### src/rtl/mdr_mem_reader_if.sv
// Memory read handshake between the MDR load path (master) and memory (slave).
interface mdr_mem_reader_if #(
   parameter int DATA_W = 16
);
   logic              mem_rd_req;
   logic              mem_ack;
   logic [DATA_W-1:0] mem_data;

   modport master (
      output mem_rd_req,
      input  mem_ack,
      input  mem_data
   );

   modport slave (
      input  mem_rd_req,
      output mem_ack,
      output mem_data
   );
endinterface

### src/rtl/mdr_mem_reader.sv
// MDR memory-side load path: request/acknowledge read into the MDR, drives it to the bus.
// Optional read timeout with sticky error flag is enabled by defining MDR_TIMEOUT_EN.
module mdr_mem_reader #(
   parameter int DATA_W         = 16,
   parameter int TIMEOUT_CYCLES = 16
) (
   input  logic                  clk,
   input  logic                  rst,
   input  logic                  i_rd_start,
   mdr_mem_reader_if.master      mem,
   input  logic                  i_mdr_to_bus_en,
   output logic [DATA_W-1:0]     o_bus_data,
   output logic                  o_bus_oe,
   output logic                  o_busy,
   output logic                  o_data_valid,
   output logic                  o_rd_err
);

   localparam logic [1:0] S_IDLE  = 2'd0;
   localparam logic [1:0] S_REQ   = 2'd1;
   localparam logic [1:0] S_VALID = 2'd2;

   logic [1:0]        r_state;
   logic [DATA_W-1:0] r_mdr;
   logic              w_in_req;
   logic              w_start_ok;

   assign w_in_req   = (r_state == S_REQ);
   assign w_start_ok = i_rd_start && (r_state != S_REQ);

`ifdef MDR_TIMEOUT_EN
   localparam logic [7:0] TIMEOUT_LAST = 8'(TIMEOUT_CYCLES - 1);

   logic [7:0] r_cnt;
   logic       r_rd_err;
   logic       w_expire;

   // An ack in the expiry cycle wins, so expiry requires mem_ack low.
   assign w_expire = w_in_req && !mem.mem_ack && (r_cnt == TIMEOUT_LAST);

   always_ff @(posedge clk) begin
      if (rst) begin
         r_cnt    <= '0;
         r_rd_err <= 1'b0;
      end else if (w_start_ok) begin
         r_cnt    <= '0;
         r_rd_err <= 1'b0;
      end else if (w_expire) begin
         r_rd_err <= 1'b1;
      end else if (w_in_req && !mem.mem_ack) begin
         r_cnt <= r_cnt + 8'd1;
      end
   end

   assign o_rd_err = r_rd_err;
`else
   logic w_expire;

   assign w_expire = 1'b0;
   assign o_rd_err = 1'b0;
`endif

   always_ff @(posedge clk) begin
      if (rst) begin
         r_state <= S_IDLE;
         r_mdr   <= '0;
      end else begin
         case (r_state)
            S_IDLE: begin
               if (i_rd_start) r_state <= S_REQ;
            end
            S_REQ: begin
               if (mem.mem_ack) begin
                  r_state <= S_VALID;
                  r_mdr   <= mem.mem_data;
               end else if (w_expire) begin
                  r_state <= S_IDLE;
               end
            end
            S_VALID: begin
               if (i_rd_start) r_state <= S_REQ;
            end
            default: r_state <= S_IDLE;
         endcase
      end
   end

   // Stale drives are the control unit's responsibility; bus_oe is a straight pass-through.
   assign mem.mem_rd_req = w_in_req;
   assign o_busy         = w_in_req;
   assign o_data_valid   = (r_state == S_VALID);
   assign o_bus_oe       = i_mdr_to_bus_en;
   assign o_bus_data     = r_mdr;

endmodule

### src/flat_wrapper.sv
// flat-port wrapper written by rule: the top's interface ports become plain ports
module mdr_mem_reader_flat 
#(
   parameter int DATA_W         = 16,
   parameter int TIMEOUT_CYCLES = 16
)
  (clk, rst, i_rd_start, i_mdr_to_bus_en, o_bus_data, o_bus_oe, o_busy, o_data_valid, o_rd_err, mem_mem_rd_req, mem_mem_ack, mem_mem_data);
  mdr_mem_reader_if #(.DATA_W(DATA_W)) mem_i ();
  input  logic clk;
  input  logic rst;
  input  logic i_rd_start;
  input  logic i_mdr_to_bus_en;
  output logic [DATA_W-1:0] o_bus_data;
  output logic o_bus_oe;
  output logic o_busy;
  output logic o_data_valid;
  output logic o_rd_err;
  output wire logic [$bits(mem_i.mem_rd_req)-1:0] mem_mem_rd_req;
  input wire logic [$bits(mem_i.mem_ack)-1:0] mem_mem_ack;
  input wire logic [$bits(mem_i.mem_data)-1:0] mem_mem_data;
  assign mem_mem_rd_req = mem_i.mem_rd_req;
  assign mem_i.mem_ack = mem_mem_ack;
  assign mem_i.mem_data = mem_mem_data;
  mdr_mem_reader #(.DATA_W(DATA_W), .TIMEOUT_CYCLES(TIMEOUT_CYCLES)) u_core (.clk(clk), .rst(rst), .i_rd_start(i_rd_start), .mem(mem_i), .i_mdr_to_bus_en(i_mdr_to_bus_en), .o_bus_data(o_bus_data), .o_bus_oe(o_bus_oe), .o_busy(o_busy), .o_data_valid(o_data_valid), .o_rd_err(o_rd_err));
endmodule
### config.mk
export PLATFORM = sky130hd
export DESIGN_NAME = mdr_mem_reader_flat
export DESIGN_NICKNAME = d
export VERILOG_FILES = /design/src/rtl/mdr_mem_reader_if.sv /design/src/rtl/mdr_mem_reader.sv /design/src/flat_wrapper.sv
export SDC_FILE = /design/constraint.sdc
export NUM_CORES = 1
export LEC_CHECK = 0
export ABC_CLOCK_PERIOD_IN_PS = 1300
export BUFFER_PORTS_ARGS = -buffer_cell sky130_fd_sc_hd__buf_2
export CAP_MARGIN = 30
export CORE_ASPECT_RATIO = 1.4
export CORE_MARGIN = 3
export CORE_UTILIZATION = 44
export DETAILED_ROUTE_END_ITERATION = 10
export PLACE_DENSITY_LB_ADDON = 0.1
export SLEW_MARGIN = 20
export SYNTH_ARGS = -nofsm -noshare
export SYNTH_HDL_FRONTEND = slang
export SYNTH_SLANG_ARGS = --single-unit
export TNS_END_PERCENT = 30
### constraint.sdc
create_clock -name clk -period 1.3 [get_ports clk]
set_input_delay 0.065 -clock clk [delete_from_list [all_inputs] [get_ports clk]]
set_output_delay 0.065 -clock clk [all_outputs]
set_load 0.01 [all_outputs]
# --- Word level (Yosys, flattened, before mapping) ---
# Index checks and enable logic that the tools add are counted.
word_totals:
  ff_bits: 18
  out_inout_bits: 21
  wordCells: 13
  inputBits: 21
classes:
  n_reduce_logical: 4
  n_eq_ne: 4
  n_mux: 3
op_table:
  columns: ["op", "n"]
  rows:
  - ["2-to-1 mux 2 bit", 2]
  - ["inequality test 2 x 1 -> 1 bit, second input constant", 2]
  - ["case mux 2 bit (2 select lines)", 1]
  - ["AND reduction 2 bit", 2]
  - ["equality test 2 x 1 -> 1 bit, second input constant", 1]
  - ["equality test 2 bit, second input constant", 1]
  - ["logical NOT 2 bit", 1]
  - ["OR reduction 2 bit", 1]

# --- Depth between registers and ports, before layout ---
logic_depth:
  word_depth: 4
  mapped_depth: 4
  depth_no_buf: 2

# --- Least setup slack after synthesis ---
# OpenSTA, ideal clock, no wires.
synth_path:
  kind: "reg-to-reg"
  from: "register u_core.r_state[0]"
  to: "register u_core.r_mdr[0] (netlist: u_core.o_bus_data[0])"
  period_less_slack_ps: 1028
  stages_incl_launch_ff: 5
  t_arrival_ps: 956
  path_buffers: 2
  setup_ps: 72
  required_ps: 1228
  setup_slack_ps: 272
  path_cell_list: "dfxtp_1 and3b_1 buf_6 buf_12 mux2i_1"
synth_via:
  elab_chain_cells: 2
synth_rtl:
  columns: ["element", "line", "rtl"]
  rows:
  - ["start, declared", "mdr_mem_reader.sv:23", "logic [1:0] r_state;"]
  - ["start signal, assigned", "mdr_mem_reader.sv:65", "r_state <= S_IDLE;"]
  - ["start signal, assigned", "mdr_mem_reader.sv:70", "if (i_rd_start) r_state <= S_REQ;"]
  - ["start signal, assigned", "mdr_mem_reader.sv:74", "r_state <= S_VALID;"]
  - ["equality test 2 x 1 -> 1 bit", "mdr_mem_reader.sv:68", "case (r_state)"]
  - ["AND reduction 2 bit (no line)", null, null]
  - ["end signal, assigned", "mdr_mem_reader.sv:75", "r_mdr <= mem.mem_data;"]
  - ["end, declared", "mdr_mem_reader.sv:24", "logic [DATA_W-1:0] r_mdr;"]
# Every way passes these cells.
# A chain may end at the register's enable or synchronous reset.

# --- Worst setup path in the final report ---
layout_path:
  from: "register u_core.r_state[0]"
  to: "register u_core.r_state[0]"
layout_via:
  elab_chain_cells: 4
  word_cells_on_any_way: 8
  cone_classes: "eq/ne: 4; mux: 1; reduce/logical: 3"
layout_rtl:
  columns: ["element", "line"]
  rows:
  - ["equality test 2 bit / logical NOT 2 bit (equally long branches)", "mdr_mem_reader.sv:68"]
  - ["OR reduction 2 bit (no line)", null]
  - ["inequality test 2 x 1 -> 1 bit (no line)", null]
  - ["AND reduction 2 bit (no line)", null]
# Parallel ways exist; a longest one is shown, timed or not.

==> metrics.yaml <==
cp_data_required_time_ns: 1.51
fin_ws_ns: 0.2228
hold_buffers: 0
internal_power_uw: 767.1
nNetsFinal: 140
wl_per_cell_um: 10.32
ys_top_cells_by_area: "dfxtp_1 (42%), nand2b_1 (24%), mux2i_1 (19%)"
hold_ws_ns: 0.02896
num_vias: 630
r2r_cells: 2
drt_wl_total_mm: 1.414
cp_slowest_cell: "or3b_2"
grt_pass1_wl_mm: 2.387
hold_depth: 3
reg2reg_from: "u_core.r_state[0]"
diodes: 0
yosysTopAreaCell: "dfxtp_1"
maxCapViolCount: 0
path_delay_family: "simple AND/OR/NAND/NOR gates"
status: "finished clean"
worstHoldEndpoint: "u_core.o_bus_data[7]"
synth.area.mux_share_pct: 18.85
insertion_delay_ns: 0.28
finalHoldViolCount: 0
rows: 18
ios: 42
switching_share_pct: 23.51
die_x_um: 43.14
synth_top_area_share_pct: 42.42
gp_congestion: 0.6030
path_clk_slew_ns: 0.10
power_density_mw_per_mm2: 962.2
cts_root_buffer: "clkbuf_4"
cts.sinks: 18
dieHeight_um: 57.99
ys_warn_count: 0
path_class: "flop to flop"
cts_buffers: 3
arrival_ns: 1.29
period_minus_slack_ns: 1.077
holdCritStartpoint: "mem_mem_data[7]"
io_buffers: 38
max_freq_ghz: 0.9283
synth_xor_area_share_pct: 0
fill_cells: 183
worst_path_largest_cell_delay_ns: 0.45
synthAdderAreaFrac_pct: 0
p_seq_share_pct: 58.4
min_path_type: "primary input to flop"
synth_cell_types: 15
leakage_nw: 0.4777
utilization_pct: 57.85
irDropWorstVdd_uv: 574.2
syn_area_um2: 849.6
cts_tree: "built"
hpwl_mm: 1.010
skew_ns: 0.001630
ant_nets: 0
critPathBufInv: 0
setup_viol: 0
clock_path_buffers: 2
initial_core_util_pct: 47.15
finalMaxSlewViolations: 0
post-place-ws_ns: 0.2411
drive_gt1_share_pct: 37.61
synthCells: 83
rsz0062_at_grt: "false"
synth_top_family_by_area: "simple AND/OR/NAND/NOR gates"
setup_tns_ns: 0
viasPerCell: 4.599
avgSynthCellArea_um2: 10.24
syn_to_final_growth_pct: 22.68
synth.ff_latch_count: 18
drtIter0Drc: 6
antenna_found_initial: 0
dieArea_mm2: 0.002501
synth-compound-area-share_pct: 1.767
power_switching_uw: 235.8
reg2reg_to: "u_core.r_state[0]"
core_mm2: 0.001802
cts_resized: 0
ys_seq_area_share_pct: 42.42
grt_max_degree: 35
clkPwrFrac_pct: 26.3
fin_crit_sh_pct: 82.86
drt-pass1-iter-count: 3
drc: 0
synthSimpleGateAreaFrac_pct: 28.87
cp-end-kind: "flop"
post_cts_buffers: 0
grt_usage_pct: 12.39
grt_pass1_vias: 584
htree_levels: 1
grt_remaining_overflow: 0
critical_path.cell_chain: "or3b_2, a21oi_1"
start_kind: "flop"
p_comb_share_pct: 15.3
ff2ff_setup_slack_ns: 0.22
crit_fanout: 6
syn_nets: 104
[cell usage after synthesis, drive strengths merged]
master / n
nand2b: 33
buf: 5
dfxtp: 18
and3b: 1
a21oi: 1
or3b: 1
and2b: 1
mux2i: 16
o21ba: 1
nor3b: 1
nor2b: 1
conb: 1
clkbuf: 3
[worst max path at each step]
stage                            from                     to  slack, ns  cells past startpoint
floorplan           u_core.r_state[0]   u_core.o_bus_data[0]       0.27                      4
global placement    u_core.r_state[1]      u_core.r_state[1]       0.28                      3
detailed placement  u_core.r_state[0]      u_core.r_state[0]       0.24                      2
CTS                 u_core.r_state[0]      u_core.r_state[0]       0.22                      2
global route        u_core.r_state[0]  u_core.o_bus_data[14]       0.16                      3
finish              u_core.r_state[0]      u_core.r_state[0]       0.22                      2
[routing by layer]
metal | vias up | track usage [%] | part of all wire [%] | wire length [um]
met4 | 0 | 6.466 | 0.92 | 13
li1 | 332 | - | - | -
met5 | - | 0 | 0 | 0
met2 | 26 | 19.45 | 47 | 658
met3 | 2 | 3.106 | 9.7 | 137
met1 | 270 | 15.44 | 43 | 604
[power groups by stage]
stage	combinational (mW)	clock [mW]	sequential [mW]
2_1_floorplan	0.0968	0	0.607
4_1_cts	0.156	0.275	0.586
3_5_place_dp	0.156	0	0.598
6_report	0.153	0.264	0.586
5_1_grt	0.170	0.309	0.590
3_3_place_gp	0.153	0	0.598
[worst reg2reg max path, stage by stage, from the launching register on]
cell,delay (ns)
dfxtp_1,0.40
or3b_2,0.45
a21oi_1,0.16
[flip-flops by register name, summed over array words and instances, names as in the netlist]
register,count
u_core.o_bus_data,16
u_core.r_state,2
[kinds of logic after synthesis]
| logic type | after synthesis |
|---|---|
| other | 1 |
| AOI/OAI and AO/OA | 2 |
| muxes | 16 |
| buffers and inverters | 8 |
| DFF | 18 |
| and+or+nand+nor | 38 |
[cells in the final DEF (no fill, tap or decap), drive strengths merged]
| master | n |
|---|---|
| clkbuf | 3 |
| a21oi | 1 |
| nand2b | 33 |
| and2b | 1 |
| or3b | 1 |
| nor3b | 1 |
| dfxtp | 18 |
| and3b | 1 |
| buf | 39 |
| nor2b | 1 |
| conb | 1 |
| o21ba | 1 |
| mux2i | 16 |
[through the flow]
step                      instance area, um2  std cells  total power, mW
after floorplan                        849.6         83           0.7041
after global placement                  1020        134           0.7507
after detailed placement                1020        134           0.7543
after CTS                               1042        137            1.018
after global routing                    1042        137            1.068
final                                   1042        137            1.003
[area by class of cell]
cell class,count,area (um2),area share [%]
Multi-Input combinational cell,57,424.2,40.70
Tap cell,20,25.02,2.401
Sequential cell,18,360.3,34.57
Timing Repair Buffer,39,210.2,20.17
Clock buffer,3,22.52,2.161
No activity file was read; power rests on OpenSTA's default activity.
